[src/rtl/neuron_pkg.sv]
// Shared types and helpers for the time-multiplexed neuron layer sequencer.
package neuron_pkg;

  typedef enum logic [2:0] {IDLE, CAPTURE, MUL, SAT, DONE} state_e;

  localparam int FRAC_BITS = 4;

  // Clamp a signed value into the unsigned range [0, 2**width-1].
  function automatic logic [31:0] sat_u(input logic signed [31:0] s, input int width);
    logic signed [31:0] max_v;
    max_v = (32'sd1 <<< width) - 32'sd1;
    if (s < 0) return '0;
    if (s > max_v) return unsigned'(max_v);
    return unsigned'(s);
  endfunction

endpackage

[src/rtl/neuron_mac_sat.sv]
// Shared neuron datapath: registered two-term product sum, then
// combinational fixed-point rescale and unsigned saturation.
module neuron_mac_sat
  import neuron_pkg::*;
#(
  parameter int INT_WIDTH    = 4,
  parameter int WEIGHT_WIDTH = 8
) (
  input  logic                           clk,
  input  logic                           rst_n,
  input  logic                           en_i,
  input  logic        [INT_WIDTH-1:0]    a1_i,
  input  logic        [INT_WIDTH-1:0]    a2_i,
  input  logic signed [WEIGHT_WIDTH-1:0] w1_i,
  input  logic signed [WEIGHT_WIDTH-1:0] w2_i,
  output logic        [INT_WIDTH-1:0]    s_o
);

  localparam int PW = INT_WIDTH + WEIGHT_WIDTH + 2;

  logic signed [INT_WIDTH:0] a1_s, a2_s;
  logic signed [PW-1:0]      prod1, prod2, p_q, p_d, shifted;

  // Activations are unsigned, so a zero sign bit keeps the multiply signed-correct.
  assign a1_s  = {1'b0, a1_i};
  assign a2_s  = {1'b0, a2_i};
  assign prod1 = PW'(a1_s) * PW'(w1_i);
  assign prod2 = PW'(a2_s) * PW'(w2_i);

  always_comb begin
    p_d = p_q;
    if (en_i) p_d = prod1 + prod2;
  end

  always_ff @(posedge clk or negedge rst_n) begin
    if (!rst_n) p_q <= '0;
    else        p_q <= p_d;
  end

  assign shifted = p_q >>> FRAC_BITS;
  assign s_o     = INT_WIDTH'(sat_u(32'(shifted), INT_WIDTH));

endmodule

[src/rtl/neuron_layer_sequencer.sv]
// Evaluates a stack of 2-neuron layers one neuron at a time on a single
// shared MAC/saturate datapath, with a runtime-writable weight file.
module neuron_layer_sequencer
  import neuron_pkg::*;
#(
  parameter  int INT_WIDTH    = 4,
  parameter  int WEIGHT_WIDTH = 8,
  parameter  int LAYERS       = 2,
  localparam int ADDR_W       = $clog2(LAYERS*4)
) (
  input  logic                           clk,
  input  logic                           rst,
  input  logic                           start,
  input  logic        [INT_WIDTH-1:0]    in1,
  input  logic        [INT_WIDTH-1:0]    in2,
  output logic                           busy,
  output logic                           done,
  output logic        [INT_WIDTH-1:0]    out,
  input  logic                           cfg_we,
  input  logic        [ADDR_W-1:0]       cfg_addr,
  input  logic signed [WEIGHT_WIDTH-1:0] cfg_data,
  output logic                           cfg_err
);

  localparam int NW = LAYERS * 4;
  localparam int LW = (LAYERS > 1) ? $clog2(LAYERS) : 1;

  state_e                        state_q, state_d;
  logic [LW-1:0]                 layer_q, layer_d;
  logic                          neuron_q, neuron_d;
  logic [INT_WIDTH-1:0]          act_q [2];
  logic [INT_WIDTH-1:0]          act_d [2];
  logic [INT_WIDTH-1:0]          nxt_q [2];
  logic [INT_WIDTH-1:0]          nxt_d [2];
  logic [INT_WIDTH-1:0]          out_q, out_d, sat_s;
  logic                          cfg_err_q, cfg_err_d, wr_ok, last_layer;
  logic signed [WEIGHT_WIDTH-1:0] w_q [NW];
  logic [ADDR_W-1:0]             w_idx;

  // Writes are only safe while no evaluation is reading the weight file.
  assign wr_ok      = cfg_we && (state_q == IDLE) && (32'(cfg_addr) < NW);
  assign cfg_err_d  = cfg_we && !wr_ok;
  assign last_layer = (layer_q == LW'(LAYERS - 1));
  assign w_idx      = ADDR_W'(4 * 32'(layer_q) + 2 * 32'(neuron_q));

  for (genvar gi = 0; gi < NW; gi++) begin : g_weight
    always_ff @(posedge clk or negedge rst) begin
      if (!rst)                                         w_q[gi] <= '0;
      else if (wr_ok && (cfg_addr == ADDR_W'(gi)))      w_q[gi] <= cfg_data;
    end
  end

  neuron_mac_sat #(
    .INT_WIDTH    (INT_WIDTH),
    .WEIGHT_WIDTH (WEIGHT_WIDTH)
  ) u_mac (
    .clk   (clk),
    .rst_n (rst),
    .en_i  (state_q == MUL),
    .a1_i  (act_q[0]),
    .a2_i  (act_q[1]),
    .w1_i  (w_q[w_idx]),
    .w2_i  (w_q[w_idx + ADDR_W'(1)]),
    .s_o   (sat_s)
  );

  always_comb begin
    state_d  = state_q;
    layer_d  = layer_q;
    neuron_d = neuron_q;
    act_d    = act_q;
    nxt_d    = nxt_q;
    out_d    = out_q;
    unique case (state_q)
      IDLE: begin
        if (start) begin
          act_d[0] = in1;
          act_d[1] = in2;
          layer_d  = '0;
          neuron_d = 1'b0;
          state_d  = CAPTURE;
        end
      end
      CAPTURE: state_d = MUL;
      MUL:     state_d = SAT;
      SAT: begin
        nxt_d[neuron_q] = sat_s;
        if (!neuron_q) begin
          neuron_d = 1'b1;
          state_d  = MUL;
        end else begin
          // Layer complete: its two results become the next layer's inputs.
          act_d[0] = nxt_q[0];
          act_d[1] = sat_s;
          neuron_d = 1'b0;
          if (last_layer) begin
            out_d   = nxt_q[0];
            state_d = DONE;
          end else begin
            layer_d = layer_q + LW'(1);
            state_d = MUL;
          end
        end
      end
      DONE:    state_d = IDLE;
      default: state_d = IDLE;
    endcase
  end

  always_ff @(posedge clk or negedge rst) begin
    if (!rst) begin
      state_q   <= IDLE;
      layer_q   <= '0;
      neuron_q  <= 1'b0;
      act_q     <= '{default: '0};
      nxt_q     <= '{default: '0};
      out_q     <= '0;
      cfg_err_q <= 1'b0;
    end else begin
      state_q   <= state_d;
      layer_q   <= layer_d;
      neuron_q  <= neuron_d;
      act_q     <= act_d;
      nxt_q     <= nxt_d;
      out_q     <= out_d;
      cfg_err_q <= cfg_err_d;
    end
  end

  assign busy    = (state_q != IDLE);
  assign done    = (state_q == DONE);
  assign out     = out_q;
  assign cfg_err = cfg_err_q;

endmodule
[config.mk]
export PLATFORM = sky130hd
export DESIGN_NAME = neuron_layer_sequencer
export DESIGN_NICKNAME = d
export VERILOG_FILES = /design/src/rtl/neuron_pkg.sv /design/src/rtl/neuron_mac_sat.sv /design/src/rtl/neuron_layer_sequencer.sv
export SDC_FILE = /design/constraint.sdc
export NUM_CORES = 1
export LEC_CHECK = 0
export CORE_ASPECT_RATIO = 1.2
export CORE_UTILIZATION = 50
export CTS_CLUSTER_DIAMETER = 100
export CTS_CLUSTER_SIZE = 28
export DETAILED_ROUTE_END_ITERATION = 10
export PLACE_DENSITY = 0.79
export SYNTH_ARGS = -nofsm -noshare
export SYNTH_HDL_FRONTEND = slang
export SYNTH_HIERARCHICAL = 1
export SYNTH_SLANG_ARGS = --single-unit
[constraint.sdc]
create_clock -name clk -period 7 [get_ports clk]
set_clock_uncertainty 0.1 [all_clocks]
set_input_delay 0.7 -clock clk [delete_from_list [all_inputs] [get_ports clk]]
set_output_delay 0.7 -clock clk [all_outputs]
set_load 0.02 [all_outputs]
---- Yosys cells after proc, flatten, opt, wreduce, memory -nomap -nowiden ----
Cells that the tools add are included.
storage, ports and cells
  input bits .............................. 23
  word-level logic and storage cells ...... 94
  flip-flop bits (word level) ............. 104
  output and inout bits ................... 7
cells by class
  add/sub/neg operators ................... 4
  multiply operators ...................... 2
  bitwise operators ....................... 3
  equal/unequal tests ..................... 13
  $lt $le $gt $ge ......................... 6
  reductions and logical operators ........ 19
  muxes and demuxes ....................... 29
operators with widths
  operator                                              count
  binary-select mux 8 bit (select 3 bit)                2
  two-way mux 8 bit                                     6
  multiplier 5 x 8 -> 13 bit                            2
  two-way mux 4 bit                                     5
  case mux 8 bit (2 select lines)                       1
  == test 3 bit (second input constant)                 5
  adder 14 bit                                          1
  == test 3 x 2 -> 1 bit (second input constant)        4
  case mux 3 bit (4 select lines)                       1
  logical AND 1 bit                                     11
  > comparator 10 x 5 -> 1 bit (second input constant)  1
  < comparator 10 x 1 -> 1 bit (second input constant)  1
  two-way mux 3 bit                                     3
  bitwise mux 8 bit                                     1
  >= comparator 4 bit (second input constant)           2
  inverter 3 -> 4 bit                                   2
  two-way mux 1 bit                                     7
  == test 3 x 1 -> 1 bit (second input constant)        2
  zero test 3 bit                                       2
  AND reduction 3 bit                                   2
  demux 4 bit (select 1 bit)                            1
  != test 2 bit (second input constant)                 2
  case mux 1 bit (2 select lines)                       2
  adder 3 x 1 -> 3 bit (second input constant)          1
  9 further kinds                                       9

---- Depth between registers and ports, before layout ----
Gate-level depths: netlist of the first run.
  depth in word-level cells ............... 8
  depth in mapped cells ................... 21
  mapped depth without buffers ............ 20

---- Cells and area by module ----
The synthesis of the first run kept the hierarchy.
modules (own cells, without submodules)
  module                  instances  sequential area each (um^2)  area each (um^2)  cells an instance
  neuron_layer_sequencer  1          2152.1                       3891.2            238
  neuron_mac_sat          1          250.2                        3004.1            332

---- Worst setup path after synthesis of the first run ----
No wires, ideal clock.
  kind .................................... register -> register
  from .................................... reg neuron_q
  to ...................................... reg u_mac.p_q[12]
  buffers on the path ..................... 1
  data required time ...................... 6.768 ns
  arrival ................................. 5.539 ns
  slack ................................... 1.230 ns
  library setup time ...................... 0.132 ns
  cell stages (with the launch flop) ...... 19
  period minus slack after synthesis ...... 5.770 ns
  path through ............................ dfrtp_1 > buf_1 > mux4_2 > and2_1 > ha_1 > inv_1 > fa_1 > inv_1 > fa_1 > fa_1 > inv_1 > fa_1 > inv_1 > ha_1 > and3_1 > a221oi_2 > o21bai_2 > and4b_1 > or3b_1
on the way
  cells in the longest elaborated chain, start to end .. 8
  elaborated cells between the ends (all ways) .. 13
  those cells by class .................... 3 x add/sub; 2 x mul; 6 x mux; 2 x bitwise
ends and longest elaborated chain
  element                                                RTL line                       RTL
  start, declared                                        neuron_layer_sequencer.sv:30   logic neuron_q, neuron_d;
  start signal, assigned                                 neuron_layer_sequencer.sv:122  neuron_q <= neuron_d;
  adder 3 x 2 -> 3 bit *                                 neuron_layer_sequencer.sv:44   assign w_idx = ADDR_W'(4 * 32'(layer_q) + 2 * 32'(neuron_q));
  adder 3 x 1 -> 3 bit                                   neuron_layer_sequencer.sv:63   .w2_i (w_q[w_idx + ADDR_W'(1)]),
  inverter 3 -> 4 bit (implied by the code)              neuron_layer_sequencer.sv:63
  binary-select mux 8 bit (select 3 bit)                 neuron_layer_sequencer.sv:63
  two-way mux 8 bit (implied by the code) (2 in series)  neuron_layer_sequencer.sv:63
  multiplier 5 x 8 -> 13 bit                             neuron_mac_sat.sv:28           assign prod2 = PW'(a2_s) * PW'(w2_i);
  adder 14 bit *                                         neuron_mac_sat.sv:32           if (en_i) p_d = prod1 + prod2;
  end signal, assigned                                   neuron_mac_sat.sv:37           else p_q <= p_d;
  end, declared                                          neuron_mac_sat.sv:22           logic signed [PW-1:0] prod1, prod2, p_q, p_d, shifted;
Mark *: on every way between the ends. The rest lies on a longest branch, timed or not. The select of a mux whose other input is x is not followed.
A chain may end at the register's enable or synchronous reset.

---- Worst setup path in the final report of the first run ----
  from .................................... reg layer_q (netlist: last_layer)
  to ...................................... reg u_mac.p_q[13]
on the way
  cells in the longest elaborated chain, start to end .. 8
  elaborated cells between the ends (all ways) .. 13
  those cells by class .................... 3 x add/sub; 2 x mul; 6 x mux; 2 x bitwise
ends and longest elaborated chain
  element                                                RTL line                       RTL
  start, declared                                        neuron_layer_sequencer.sv:29   logic [LW-1:0] layer_q, layer_d;
  start signal, assigned                                 neuron_layer_sequencer.sv:121  layer_q <= layer_d;
  adder 3 x 2 -> 3 bit *                                 neuron_layer_sequencer.sv:44
  adder 3 x 1 -> 3 bit                                   neuron_layer_sequencer.sv:63
  inverter 3 -> 4 bit (implied by the code)              neuron_layer_sequencer.sv:63
  binary-select mux 8 bit (select 3 bit)                 neuron_layer_sequencer.sv:63
  two-way mux 8 bit (implied by the code) (2 in series)  neuron_layer_sequencer.sv:63
  multiplier 5 x 8 -> 13 bit                             neuron_mac_sat.sv:28
  adder 14 bit *                                         neuron_mac_sat.sv:32
Marks and branches as above.

==> metrics.txt, run 1 <==
FILL cells 1089; aggregate global routing overflow 0; Avg WL per Cell 17.3 µm; post-synth top area share 0.348; crit path launch last_layer$_DFFE_PN0P_; initial core utilization 0.516; Worst path top cell family by delay adder cells; HP Class in2async; top cells by count, synth dfrtp_1 (96), inv_1 (87), mux2_2 (80); DRC errors left 0; crit share post-route 0.857; ys async rst share 1.00; crit path cell chain mux4_2 > nand2_1 > fa_1 > inv_1 > fa_1 > fa_1 > fa_1 > inv_1 > fa_1 > inv_1 > ha_1 > a21oi_1 > nor2_1 > a211oi_1 > a31oi_1 > xnor2_1 > mux2_4; clock-pin slew on the worst setup and hold paths 0.07 ns; Netlist cell types 55; HPWL after detailed placement 10100 µm; WL met1 5590 µm; vias in the first global route 4795; R2R Setup Slk 1.00 ns; fin. max-slew vios 0; Slew HR 0.455; cell with the largest stage delay on the worst path dfrtp_1; top sig layer met4; CP Max Fanout 19; status finished clean; worst-case clock buffer depth 2; initial antenna violation count 0; ant diodes 0; Die Wd 109 µm; fin cells 769; Setup-failing EPs final 0; GRT Total Usage 0.209; Final nets 712; met2 wire length 7170 µm; share of layout cells above drive strength 1 0.236; routability congestion estimate 0.851; Setup Buffers After CTS 0; largest area contributor in the netlist dfrtp_1; Synth Area in Adders 0.226; P&R area growth vs syn 10.3%; Port Buffer Count 29; Synth Area in Simple Gates 0.0978; r2r startpoint last_layer$_DFFE_PN0P_; I/O Pins 30; FF+latch area 2400 µm²; last element of the critical path u_mac/p_q[13]$_DFFE_PN0P_; multiplexer area fraction after synthesis 0.208; Via density 5.51; remaining antenna violation count 0; Synth Area per Inst 12.1 µm²; Worst EP arrival 6.13 ns; Synth Area in Compound Gates 0.0403; die footprint 14300 µm²; Buffers & Inverters on Critical Path 3; Startpoint Class register; Worst Setup End Kind register; post-route setup TNS 0 ns; Synth Instances 570; RSZ-0062 raised after global routing false; routed via count 4235; CTS Root Cell clkbuf_16; Final Hold Vio Count 0; synth top area cells dfrtp_1 (35%), fa_1 (16%), mux2_2 (13%); Critical Setup Path Class reg2reg; post-synthesis register bit count 96; first-pass GRT wire length 22900 µm; TritonRoute pass-1 iters 4; clock sinks 96; Tightest Pin Transition 0.817 ns; CTS Hold Buffers Added 0; dpl cells 754; Clock Latency Late Sink 0.35 ns; met3 routed WL 308 µm; most common cell in the netlist dfrtp_1; syn_nets 685; core area 13400 µm²; top_reg_cell synth dfrtp_1; number of H-tree levels 3; Detailed Route WL 13300 µm; post-synthesis sequential area ratio 0.348; Reg-to-Reg End u_mac/p_q[13]$_DFFE_PN0P_; most used cell, CP fa_1; row count 46; Die Ht 131 µm; Multi-input gate area 4050 µm²; post-synthesis xor/xnor area fraction 0.0152; post-CTS resize count 0; CTS tree done; Warnings, synthesis 6; Tmin final 6.00 ns; Critical Path Max Stage Delay 0.87 ns; FF-to-FF path depth 17; pin count of the biggest net entering global routing 59; Achievable Freq 167 MHz; Worst Path Required 7.13 ns; cts bufs inserted 9; Netlist Area Pre-Place 6900 µm²; largest family of logic cells by synthesized area adder cells; WP depth 17; Post-synth EDFFs 0; Iter 0 DRT Violations 109; max-cap violation count 0
==> metal layers <==
metal | global-route usage | vias to the layer above
li1 | - | 1946
met1 | 0.258 | 2187
met2 | 0.374 | 79
met3 | 0.0293 | 23
met5 | 0 | -
met4 | 0.0745 | 0
==> cell type report <==
class	instances	area share
multi-input combinational	370	0.533
timing repair buffer	33	0.0418
tap	168	0.0276
clock inverter	4	0.00708
clock buffer	11	0.0319
sequential	96	0.316
inverter	87	0.0429
==> worst min path at each step <==
stage	to	slack, ns	cells past startpoint
finish	w_q[25]$_DFFE_PN0P_	0.21	1
global route	w_q[25]$_DFFE_PN0P_	0.25	1
CTS	state_q[2]$_DFFE_PN0P_	0.23	1
detailed placement	u_mac/p_q[10]$_DFFE_PN0P_	0.37	2
global placement	u_mac/p_q[8]$_DFFE_PN0P_	0.37	2
floorplan	act_q[0]$_DFFE_PN0P_	0.30	0
==> kinds of logic after synthesis <==
| group | after synthesis |
|---|---|
| simple gates | 117 |
| mux | 108 |
| buf+inv | 104 |
| flops | 96 |
| fa+ha+maj | 92 |
| compound gates | 41 |
| xor+xnor | 12 |
==> sequential cells by signal, summed over array words and instances (netlist names) <==
name        cells
w_q            64
u_mac/p_q      10
act_q           8
nxt_q           4
out             4
state_q         3
cfg_err         1
last_layer      1
neuron_q        1
==> metrics by stage <==
stage	setup slack, ns	area [µm²]	hold slack (ns)	utilization
2_1_floorplan	1.23	6900	0.304	-
3_3_place_gp	1.15	7310	0.365	0.547
3_5_place_dp	1.01	7310	0.367	0.547
4_1_cts	0.977	7600	0.230	0.569
5_1_grt	0.757	7600	0.246	0.569
6_report	1.00	7600	0.213	0.569
==> cell usage in the layout, fill, tap and decap left out, types with 2 or more instances in the layout <==
master / n
dfrtp_1: 96
inv_1: 87
mux2_2: 80
fa_1: 54
nand2_1: 38
ha_1: 38
and2_1: 33
clkdlybuf4s50_1: 28
mux4_2: 16
a21oi_1: 15
nor2_1: 12
mux2_4: 11
clkbuf_16: 9
xnor2_1: 9
nor3_1: 5
nand3_1: 5
buf_4: 5
o21ai_0: 5
or4b_4: 4
a21o_1: 4
o21bai_1: 3
and2_2: 3
xor2_1: 3
nor3b_1: 2
nand3b_1: 2
o21a_1: 2
clkinvlp_4: 2
Power of run 1 is not shown: default switching activity piles up to over one toggle a cycle in this logic, so the estimate is an artifact.
==> run 2: changes to the inputs <==
Clock period 7 ns to 7.2 ns, I/O delays scaled along.
==> run 2 against run 1 <==
Non-clock buffer count unchanged. Critical path depth unchanged. Die area unchanged. Wire length up 2.7%. Flip-flop and latch count unchanged. Highest routed layer unchanged.
==> metrics.txt, run 2 (same netlist as run 1, synthesis figures left out) <==
remaining antenna violation count 0 (unchanged); Final Hold Vio Count 0 (unchanged); worst-case clock buffer depth 2 (unchanged); routability congestion estimate 0.863 (+1.4%); post-route setup TNS 0 ns (unchanged); ant diodes 0 (unchanged); FF-to-FF path depth 17 (unchanged); P&R area growth vs syn 10.1%; number of H-tree levels 3 (unchanged); FILL cells 1068 (-1.9%); core area 13400 µm² (unchanged); Tightest Pin Transition 0.839 ns (+0.0219 ns); Avg WL per Cell 17.8 µm (+2.7%); clock-pin slew on the worst setup and hold paths 0.06 ns (about the same); R2R Setup Slk 1.16 ns (+0.16 ns); first-pass GRT wire length 23400 µm (+2.1%); Worst Path Required 7.32 ns (+0.19 ns); Top Registers w_q: 64 flops, u_mac/p_q: 10 flops, act_q: 8 flops; max FFs per register 64 (unchanged); HP Class in2async; I/O Pins 30 (unchanged); FF+latch area 2400 µm² (unchanged); Critical Setup Path Class reg2reg; CTS tree done; RSZ-0062 raised after global routing false; Final nets 712 (unchanged); routed via count 4218 (-0.40%); CTS Root Cell clkbuf_16; aggregate global routing overflow 0 (unchanged); row count 46 (unchanged); GRT Total Usage 0.214 (+0.00512); Port Buffer Count 29 (unchanged); TritonRoute pass-1 iters 4 (unchanged); Via density 5.49 (-0.40%); status finished clean; Tmin final 6.04 ns (+0.0391 ns); DRC errors left 0 (unchanged); Iter 0 DRT Violations 198 (+82%); Worst EP arrival 6.15 ns (+0.02 ns); Detailed Route WL 13700 µm (+2.7%); Die Wd 109 µm (unchanged); pin count of the biggest net entering global routing 58 (-1.7%); cts bufs inserted 9 (unchanged); post-CTS resize count 0 (unchanged); die footprint 14300 µm² (unchanged); share of layout cells above drive strength 1 0.235 (-0.00166); Startpoint Class register; clock sinks 96 (unchanged); most frequent cells in the layout dfrtp_1 (96), inv_1 (87), mux2_2 (80); CTS Hold Buffers Added 0 (unchanged); Setup-failing EPs final 0 (unchanged); commonest non-fill, non-tap cell in the layout dfrtp_1; crit path launch last_layer$_DFFE_PN0P_; fin. max-slew vios 0 (unchanged); max-cap violation count 0 (unchanged); vias in the first global route 4719 (-1.6%); Achievable Freq 166 MHz (-0.65%); Reg-to-Reg End u_mac/p_q[12]$_DFFE_PN0P_; HPWL after detailed placement 10400 µm (+2.9%); initial core utilization 0.516 (unchanged); r2r startpoint last_layer$_DFFE_PN0P_; Slew HR 0.441 (-0.0146); initial antenna violation count 0 (unchanged); Multi-input gate area 4050 µm² (unchanged); Worst Setup End Kind register; Die Ht 131 µm (unchanged); largest reg by FF count w_q; Clock Latency Late Sink 0.34 ns (about the same); crit share post-route 0.838 (-0.0184); CP Max Fanout 19 (unchanged); Setup Buffers After CTS 0 (unchanged)
-- run 2: cell types whose count changed in the layout (fill, tap and decap cells not counted) --
cell,change
clkbuf_1,+1
clkbuf_8,-1
clkinv_4,+1
clkinvlp_4,-1
-- run 2: worst max path at each step --
stage / end
CTS: u_mac/p_q[12]$_DFFE_PN0P_
global route: u_mac/p_q[12]$_DFFE_PN0P_
floorplan: u_mac/p_q[12]$_DFFE_PN0P_
detailed placement: u_mac/p_q[12]$_DFFE_PN0P_
finish: u_mac/p_q[12]$_DFFE_PN0P_
global placement: u_mac/p_q[12]$_DFFE_PN0P_
-- run 2: through the flow --
step / util / area (µm²) / hold slack [ns] / cells / setup slack (ns)
4_1_cts: 0.569 / 7590 / 0.264 / 769 / 1.16
2_1_floorplan: - / 6900 / 0.324 / 570 / 1.43
5_1_grt: 0.569 / 7590 / 0.290 / 769 / 0.894
3_3_place_gp: 0.547 / 7310 / 0.366 / 754 / 1.39
6_report: 0.569 / 7590 / 0.245 / 769 / 1.16
3_5_place_dp: 0.547 / 7310 / 0.376 / 754 / 1.25
-- run 2: worst max-delay path, cell delays in order (launching register included) --
cell      delay, ns
dfrtp_1        0.89
mux4_2         0.42
nand2_1        0.11
fa_1           0.56
inv_1          0.06
fa_1           0.49
inv_1          0.05
fa_1           0.47
fa_1           0.55
inv_1          0.06
fa_1           0.47
ha_1           0.36
a21oi_2        0.22
o21ai_2        0.12
a221oi_2       0.35
o21bai_2       0.12
and4b_1        0.19
or3b_1         0.34
-- run 2: final cells by class --
class / count / area share
sequential: 96 / 0.316
timing repair buffer: 33 / 0.0418
clock buffer: 11 / 0.0306
inverter: 87 / 0.0430
clock inverter: 4 / 0.00725
multi-input combinational: 370 / 0.533
tap: 168 / 0.0277
-- run 2: layer usage --
| layer | up-vias | global-route usage | routed length [µm] | share of wire |
|---|---|---|---|---|
| met3 | 18 | 0.0298 | 318 | 0.023 |
| li1 | 1947 | - | - | - |
| met1 | 2180 | 0.256 | 5690 | 0.42 |
| met2 | 73 | 0.400 | 7440 | 0.54 |
| met4 | 0 | 0.0620 | 206 | 0.015 |
| met5 | - | 0 | 0 | 0 |
Power of run 2 is left out for the same reason.
==> run 3: changes to the inputs <==
Settings changed: PLACE_DENSITY 0.79 to 0.81.
Clock period 7.2 ns to 5 ns, I/O delays scaled along.
==> run 3 against run 2 <==
Sequential share of layout area shrank 3.6 points. Setup slack worse by 1.7 ns. Fmax is 9.4% higher. Register-to-register slack lost 1.7 ns. Cell area grew 13%. Critical path type unchanged. The run now ends with setup timing left. Core utilization up 7.3 points. First-iteration DRC count is 10% higher. Flip-flop and latch count is the same.
==> metrics.txt, run 3 (same netlist as run 1, synthesis figures left out) <==
Buffers & Inverters on Critical Path 5 (+2); routed via count 4534 (+7.5%); largest reg by FF count w_q; GRT Total Usage 0.233 (+0.0183); Achievable Freq 181 MHz (+9.4%); CTS Root Cell clkbuf_16; Startpoint Class register; DRC errors left 0 (unchanged); row count 46 (unchanged); Final nets 777 (+9.1%); die footprint 14300 µm² (unchanged); crit share post-route 1.10 (+0.265); Detailed Route WL 15400 µm (+13%); aggregate global routing overflow 0 (unchanged); Final Hold Slack 0.111 ns (-0.133 ns); cts bufs inserted 9 (unchanged); I/O Pins 30 (unchanged); worst-case clock buffer depth 2 (unchanged); FILL cells 943 (-12%); Setup-failing EPs final 10 (+10); gr busiest metal met2; crit path launch neuron_q$_DFFE_PN0P_; P&R area growth vs syn 24.2%; DP Worst Slack -0.552 ns (-1.80 ns); Worst Path Required 5.14 ns (-2.18 ns); ant diodes 0 (unchanged); max FFs per register 64 (unchanged); most used cell, CP fa_1; initial antenna violation count 0 (unchanged); M2 GR Usage 0.407 (+0.00740); first-pass GRT wire length 25000 µm (+6.9%); Worst EP arrival 5.66 ns (-0.49 ns); status finished, violations left; CTS tree done; TritonRoute pass-1 iters 4 (unchanged); GR Util met1 0.281 (+0.0249); Die Ht 131 µm (unchanged); Slew HR 0.435 (-0.00595); commonest non-fill, non-tap cell in the layout dfrtp_1; remaining antenna violation count 0 (unchanged); pin count of the biggest net entering global routing 63 (+8.6%); share of layout cells above drive strength 1 0.420 (+0.185); Worst Setup End Kind register; violated checks setup timing; max-cap violation count 0 (unchanged); Worst path top cell family by delay adder cells; vias in the first global route 5002 (+6.0%); Top Registers w_q: 64 flops, u_mac/p_q: 10 flops, act_q: 8 flops; Final Util 0.641 (+0.0727); clock sinks 96 (unchanged); Avg WL per Cell 18.5 µm (+4.0%); RSZ-0062 raised after global routing true; cell with the largest stage delay on the worst path mux4_2; most frequent cells in the layout dfrtp_1 (95), mux2_2 (80), inv_1 (70); CP Max Fanout 8 (-11); fin. max-slew vios 0 (unchanged); Final Hold Vio Count 0 (unchanged); Tmin final 5.52 ns (-0.517 ns); HPWL after detailed placement 11000 µm (+5.3%); Die Wd 109 µm (unchanged); Tightest Pin Transition 0.848 ns (+0.00893 ns); M3 GR Usage 0.0367 (+0.00694); initial core utilization 0.516 (unchanged); Port Buffer Count 29 (unchanged); routability congestion estimate 0.879 (+1.8%); Clock Latency Late Sink 0.36 ns (+0.02 ns); r2r startpoint neuron_q$_DFFE_PN0P_; Critical Setup Path Class reg2reg; HP Class in2async; crit path cell chain buf_12 > mux4_2 > buf_6 > nand2_4 > fa_2 > fa_2 > fa_1 > inv_2 > fa_1 > inv_1 > fa_1 > inv_1 > ha_4 > o21ai_0 > a21oi_1 > nor2_1 > a31oi_1 > xnor2_1 > mux2_4; clock-pin slew on the worst setup and hold paths 0.07 ns (about the same); number of H-tree levels 3 (unchanged); Via density 5.43 (-1.0%); Critical Path Max Stage Delay 0.59 ns (-0.30 ns); core area 13400 µm² (unchanged); PnR worst setup slack -0.518 ns (-1.68 ns); Iter 0 DRT Violations 218 (+10%)
-- run 3: worst paths after layout --
| path | cells after the start | slack [ns] | end |
|---|---|---|---|
| setup reg to reg | 19 | -0.52 | u_mac/p_q[13]$_DFFE_PN0P_ |
| min in group clk | 1 | 0.41 | out[3]$_DFFE_PN0P_ |
| max in group asynchronous | 2 | 3.72 | w_q[18]$_DFFE_PN0P_ |
| setup / recovery | 19 | -0.52 | u_mac/p_q[13]$_DFFE_PN0P_ |
| hold / removal | 1 | 0.11 | out[1]$_DFFE_PN0P_ |
| hold reg to reg | 1 | 0.41 | out[3]$_DFFE_PN0P_ |
-- run 3: what timing repair did --
action | 4_1_cts | 5_1_grt
pin swaps | 30 | 37
setup buffers | 15 | 9
setup endpoints to repair | 10 | 10
hold buffers | 0 | 0
gates cloned | 2 | 0
resized for setup | 30 | 38
-- run 3: per-stage QoR --
step / setup TNS (ns) / area [µm²] / cells
floorplan: -0.384 / 7080 / 570
global placement: -1.92 / 7790 / 796
detailed placement: -3.33 / 7790 / 796
CTS: -3.23 / 8420 / 828
global route: -5.05 / 8570 / 835
finish: -3.19 / 8570 / 835
-- run 3: worst register-to-register path, stage by stage, from the launching register on --
cell and delay, ns:
dfrtp_2 0.46, buf_12 0.16, mux4_2 0.60, buf_6 0.16
nand2_4 0.08, fa_2 0.48, fa_2 0.52, fa_1 0.51
inv_2 0.05, fa_1 0.53, inv_1 0.06, fa_1 0.52
inv_1 0.06, ha_4 0.28, o21ai_0 0.08, a21oi_1 0.13
nor2_1 0.07, a31oi_1 0.19, xnor2_1 0.10, mux2_4 0.25
-- run 3: area by class of cell --
type,count,area [µm²],area share
clock buffer,11,243,0.0283
clock inverter,5,80.1,0.00935
inverter,87,329,0.0384
multi-input combinational,370,4410,0.515
sequential,96,2400,0.281
tap,168,210,0.0245
timing repair buffer,98,890,0.104
-- run 3: layer usage --
metal	part of all wire	vias to the layer above
met5	0	-
met4	0.025	0
met3	0.025	32
met2	0.54	77
met1	0.41	2338
li1	-	2087
Power of run 3 is left out for the same reason.
==> patch 1 (flow settings as in run 3) <==
Add an input register stage for `cfg_addr`, without a reset; this delays it by one clock. The other inputs are not delayed to match.
--- a/src/rtl/neuron_layer_sequencer.sv
+++ b/src/rtl/neuron_layer_sequencer.sv
@@ -25,6 +25,12 @@
   localparam int NW = LAYERS * 4;
   localparam int LW = (LAYERS > 1) ? $clog2(LAYERS) : 1;
 
+  logic        [ADDR_W-1:0] cfg_addr_q;
+
+  always_ff @(posedge clk) begin
+    cfg_addr_q <= cfg_addr;
+  end
+
   state_e                        state_q, state_d;
   logic [LW-1:0]                 layer_q, layer_d;
   logic                          neuron_q, neuron_d;
@@ -38,7 +44,7 @@
   logic [ADDR_W-1:0]             w_idx;
 
   // Writes are only safe while no evaluation is reading the weight file.
-  assign wr_ok      = cfg_we && (state_q == IDLE) && (32'(cfg_addr) < NW);
+  assign wr_ok      = cfg_we && (state_q == IDLE) && (32'(cfg_addr_q) < NW);
   assign cfg_err_d  = cfg_we && !wr_ok;
   assign last_layer = (layer_q == LW'(LAYERS - 1));
   assign w_idx      = ADDR_W'(4 * 32'(layer_q) + 2 * 32'(neuron_q));
@@ -46,7 +52,7 @@
   for (genvar gi = 0; gi < NW; gi++) begin : g_weight
     always_ff @(posedge clk or negedge rst) begin
       if (!rst)                                         w_q[gi] <= '0;
-      else if (wr_ok && (cfg_addr == ADDR_W'(gi)))      w_q[gi] <= cfg_data;
+      else if (wr_ok && (cfg_addr_q == ADDR_W'(gi)))      w_q[gi] <= cfg_data;
     end
   end
 
Behaviour: no difference found for any inputs over 10 cycles, from zero or initial values and one cycle with rst low; that may be too few to reach the edited logic, so the function may still have changed.
==> patch 1 against run 3 <==
  * The flow still finishes with violations (negative setup slack)
  * Non-clock buffer count fell by 9
  * Maximum frequency fell by 1.5%
  * Final area fell by 0.98%
  * Setup slack got worse by 85 ps
  * Critical path depth did not move
  * Synthesized area rose by 0.96%
  * First-iteration DRC count fell by 12%
  * Synthesized cell count rose by 1.6%
  * Sequential cell count rose by 3
  * Utilization fell by 0.90 points
  * Wire length rose by 1.9%
Power is left out: the tool's default activity adds up to more than one toggle a clock period on the data nets, which glitch-free logic cannot reach.
==> patch 1: results (changes against run 3) <==
GRT
  • Most used routing layer: met2
  • First-pass GRT wire length: 25.6 mm (+2.2%)
  • Met2 Usage GRT: 39.7% (-1.0 points)
  • Vias in the first global route: 5079 (+1.5%)
  • Total GRT Usage: 23.4% (+0.16 points)
  • Largest net degree at the start of global routing: 65 (+3.2%)
  • Routing usage on met3: 2.83% (-0.84 points)
  • Met1 Usage GRT: 29.1% (+0.99 points)

Synth
  • Post-synthesis adder-cell area fraction: 22.4% (-0.22 points)
  • Async S/R FF share, synth: 97.0% (-3.0 points)
  • Post-synth top cells: dfrtp_1, inv_1, mux2_2
  • Sequential-to-total area share from yosys stat: 35.4% (+0.53 points)
  • Synth top area cells: dfrtp_1, fa_1, mux2_2
  • Main synth FF type: dfrtp_1
  • XOR/XNOR Fraction of Synth Area: 1.51% (-0.015 points)
  • Mux cell area share after synthesis: 20.8% (-0.037 points)
  • Yosys cell types: 54 (-1.8%)
  • Synth Net Count: 694 (+1.3%)
  • Compound-Gate Fraction of Synth Area: 3.99% (-0.038 points)

Min path
  • Hold Path Stages: 2
  • Hold path start: u_mac/p_q[9]$_DFFE_PN0P_
  • Worst hold path type: reg2reg

Layout
  • Layout cell share with drive strength beyond 1: 37.9% (-4.1 points)
  • Inserted Diodes: 0 (unchanged)

Critical path
  • Worst Path Arrival: 5700 ps (+40 ps)
  • Critical Path Max Stage Delay: 550 ps (-40 ps)
  • Reg2reg setup slack: -600 ps (-80 ps)
  • FF-to-FF End: u_mac/p_q[11]$_DFFE_PN0P_
  • R2R depth: 19 (unchanged)
  • Slowest cell on the critical path: fa_1
  • CP max FO: 5 (-3)

Placement
  • I/O Buffers: 29 (unchanged)
  • Detail Placement HPWL: 11.2 mm (+1.7%)
  • RePlAce Congestion: 0.857 (-2.5%)

Routing
  • Residual DRC count: 0 (unchanged)
  • Vias/cell: 5.60 (+3.1%)
  • 1st-iter DRT viols: 191 (-12%)
  • Wire per inst: 18.9 µm (+2.2%)

Timing
  • Post-route setup slack: -603 ps (-85.0 ps)
  • Worst rel slew slack: 44.1% (+0.62 points)
  • TNS Setup: -4120 ps (-937 ps)
  • Final setup viols: 10 (unchanged)

Clock network
  • CTS max path bufs: 2 (unchanged)
  • Cts bufs inserted: 9 (unchanged)
  • Clk slew on worst S/H paths: 70 ps (about the same)
  • Clock Latency Late Sink: 350 ps

Outcome
  • Outcome: complete, but fails checks
  • Failing checks: negative setup slack

Job
  • Max-capacitance violation count: 0 (unchanged)
patch 1: worst max-delay path by stage:
stage | slack [ps] | endpoint | cells after the start | startpoint
after CTS | -390 | u_mac/p_q[11]$_DFFE_PN0P_ | 19 | neuron_q$_DFFE_PN0P_
after global placement | -220 | u_mac/p_q[13]$_DFFE_PN0P_ | 18 | neuron_q$_DFFE_PN0P_
after global routing | -790 | u_mac/p_q[11]$_DFFE_PN0P_ | 19 | neuron_q$_DFFE_PN0P_
after floorplan | -60 | u_mac/p_q[13]$_DFFE_PN0P_ | 18 | neuron_q$_DFFE_PN0P_
final | -600 | u_mac/p_q[11]$_DFFE_PN0P_ | 19 | neuron_q$_DFFE_PN0P_
after detailed placement | -380 | u_mac/p_q[13]$_DFFE_PN0P_ | 18 | neuron_q$_DFFE_PN0P_
patch 1: final cells by class:
cell class	count	area (µm²)
multi-input cells	379	4380
repair buffers	89	825
clock buffers	10	239
fillers	926	4930
clock inverters	4	52.6
well taps	168	210
flip-flops and latches	99	2460
inverters	84	315
patch 1: through the flow:
step                      setup WS [ps]  cells  instance area, µm²  hold WS, ps  util, %
after floorplan                   -64.8    579                7160          104        -
after global placement             -216    792                7780          346     58.0
after detailed placement           -379    792                7780          360     58.0
after CTS                          -387    825                8350          394     62.3
after global routing               -786    833                8480          415     63.2
final                              -603    833                8480          390     63.2
patch 1: logic make-up after synthesis:
kind of cell / Yosys count
and+or+nand+nor: 122
muxes: 109
buffers and inverters: 101
DFF: 99
adders and majority gates: 92
AOI/OAI and AO/OA: 44
xor gates and xnor gates: 12
patch 1: repair_timing:
action / 4_1_cts / 5_1_grt
setup endpoints to repair: 10 / 10
hold buffers: 1 / 0
pin swaps: 19 / 13
hold endpoints to repair: 32 / 0
resized for setup: 33 / 15
gates cloned: 2 / 0
buffers inserted: 16 / 8
patch 1: critical path, delay by kind of cell (launching register included):
kind            cells  cell delay, ps
mux                 2             640
fa+ha+maj           6            2820
flops               1             420
compound gates      4             830
simple gates        2             200
buf+inv             5             430
patch 1: metal layers:
metal  part of all wire [%]  up-vias
met5                      0        -
met4                    4.1        0
met3                    2.5       44
met2                     52      114
met1                     41     2405
li1                       -     2101
==> patch 2 (flow settings as in run 3) <==
Made on the original files. `LAYERS`: 2 -> 4.
--- a/src/rtl/neuron_layer_sequencer.sv
+++ b/src/rtl/neuron_layer_sequencer.sv
@@ -5,7 +5,7 @@
 #(
   parameter  int INT_WIDTH    = 4,
   parameter  int WEIGHT_WIDTH = 8,
-  parameter  int LAYERS       = 2,
+  parameter  int LAYERS       = 4,
   localparam int ADDR_W       = $clog2(LAYERS*4)
 ) (
   input  logic                           clk,
Ports: changed (resized cfg_addr); port bits go from 30 to 31. No check against the original RTL was run, so the function may have changed too.
==> patch 2 against run 3 <==
  * The run still ends with negative setup slack left
  * Synthesized cell count rose by 35%
  * Final area rose by 39%
  * Maximum frequency fell by 1.6%
  * Synthesized area rose by 45%
  * Critical endpoint is now u_mac/p_q[7]$_DFFE_PN0P_
  * Sequential cell count rose by 65
  * Non-clock buffer count fell by 3
  * Largest cell class unchanged
  * Setup slack got worse by 92 ps
  * Wire length rose by 39%
==> patch 2: results (changes against run 3) <==
Outcome
  • Outcome: complete, but fails checks
  • Failing checks: negative setup slack

Placement
  • Detail Placement HPWL: 15.2 mm (+38%)
  • RePlAce Congestion: 0.824 (-6.2%)
  • I/O Buffers: 30 (+3.4%)

Routing
  • 1st-iter DRT viols: 337 (+55%)
  • Highest metal used: met4
  • Metal3 WL: 724 µm (+91%)
  • Wire length on met2: 11.4 mm (+36%)
  • M1 wire length: 8.68 mm (+38%)
  • Routed Wire Length: 21.4 mm (+39%)
  • Via count: 6234 (+37%)

Clock network
  • CTS max path bufs: 2 (unchanged)
  • Cts bufs inserted: 17 (+8)
  • H-tree levels: 4 (+1)
  • Clock Latency Late Sink: 430 ps (+70 ps)
  • CTS root buffer: clkbuf_16

GRT
  • Total GRT Usage: 23.0% (-0.26 points)
  • Vias in the first global route: 6854 (+37%)
  • Met2 Usage GRT: 41.0% (+0.32 points)
  • Largest net degree at the start of global routing: 91 (+44%)
  • Met1 Usage GRT: 27.0% (-1.1 points)
  • First-pass GRT wire length: 35.3 mm (+41%)
  • Routing usage on met3: 4.34% (+0.67 points)
  • Initial antenna violation count: 0 (unchanged)

Timing
  • Hold Worst Slack: 22.0 ps (-89.5 ps)
  • Final Max Slew Viols: 0 (unchanged)
  • Slew at the pin closest to its max-slew limit: 837 ps (-11.2 ps)
  • Post-route setup slack: -611 ps (-92.5 ps)
  • Final setup viols: 10 (unchanged)

Synth
  • Post-synth top cells: mux2_2, dfrtp_1, inv_1
  • Main synth FF type: dfrtp_1
  • XOR/XNOR Fraction of Synth Area: 0.790% (-0.73 points)
  • Compound-Gate Fraction of Synth Area: 3.46% (-0.57 points)
  • Synthesis Warnings: 6 (unchanged)
  • Yosys cell types: 56 (+1.8%)
  • Post-synthesis adder-cell area fraction: 15.7% (-6.9 points)
  • Synth top area cells: dfrtp_1, mux2_2, fa_1
  • Synth Net Count: 884 (+29%)
  • Sequential-to-total area share from yosys stat: 40.4% (+5.5 points)
  • Mux cell area share after synthesis: 26.6% (+5.8 points)

Critical path
  • Critical Path Max Stage Delay: 530 ps (-60 ps)
  • R2R depth: 20 (+1)
  • Worst flop-to-flop path startpoint: neuron_q$_DFFE_PN0P_
  • FF-to-FF End: u_mac/p_q[7]$_DFFE_PN0P_
  • CP max FO: 5 (-3)
  • Slowest cell on the critical path: mux4_2
  • Worst Path Arrival: 5860 ps (+200 ps)
  • WS Path Type: reg2reg

Power
  • Max IR drop VDD: 0.383 mV
  • P_leak: 5.72 nW

Layout
  • Fill count: 1399 (+48%)
  • Inserted Diodes: 0 (unchanged)
  • Net count reported at finish: 965 (+24%)
  • Layout cell share with drive strength beyond 1: 40.9% (-1.1 points)
  • Top Registers: w_q (128), u_mac/p_q (10), act_q (8)

Min path
  • Worst hold path type: in2async
## patch 2: where the power goes
group / total (W) / internal [W] / switching [W]
logic: 0.00425 / 0.00225 / 0.00200
registers: 0.00194 / 0.00165 / 0.000290
clock network: 0.00139 / 0.000822 / 0.000568
## patch 2: what timing repair did
item / in CTS / in global routing
gates cloned: 1 / 0
endpoints found under the setup margin: 10 / 10
gates resized for setup: 34 / 3
setup buffers: 6 / 1
pin swaps: 4 / 1
hold buffers: 0 / 0
## patch 2: worst register-to-register path: stages (launching register included)
cell	delay [ps]
dfrtp_2	390
buf_6	140
buf_12	130
mux4_2	530
mux2_4	340
nand2_2	90
fa_1	420
inv_1	80
fa_1	420
inv_2	70
fa_1	410
fa_1	490
inv_1	50
fa_1	480
ha_4	300
nand4_1	170
o221ai_4	290
buf_4	180
nand3_2	80
a211o_1	290
o221ai_1	60
## patch 2: cell type report
type / instances / area, µm² / area share, %
Tap cell: 261 / 327 / 2.74
Multi-Input combinational cell: 487 / 5720 / 48.0
Sequential cell: 161 / 4030 / 33.8
Clock buffer: 19 / 453 / 3.80
Timing Repair Buffer: 95 / 898 / 7.54
Clock inverter: 13 / 174 / 1.46
Inverter: 86 / 323 / 2.71
## patch 2: through the flow
stage | setup slack, ps | cells | total power [W] | instance area [µm²] | TNS [ps]
2_1_floorplan | -434 | 767 | 0.00469 | 10200 | -2720
3_3_place_gp | -541 | 1082 | 0.00587 | 11100 | -4200
3_5_place_dp | -637 | 1082 | 0.00601 | 11100 | -5080
4_1_cts | -546 | 1121 | 0.00760 | 11900 | -4570
5_1_grt | -790 | 1122 | 0.00819 | 11900 | -6930
6_report | -611 | 1122 | 0.00758 | 11900 | -5240
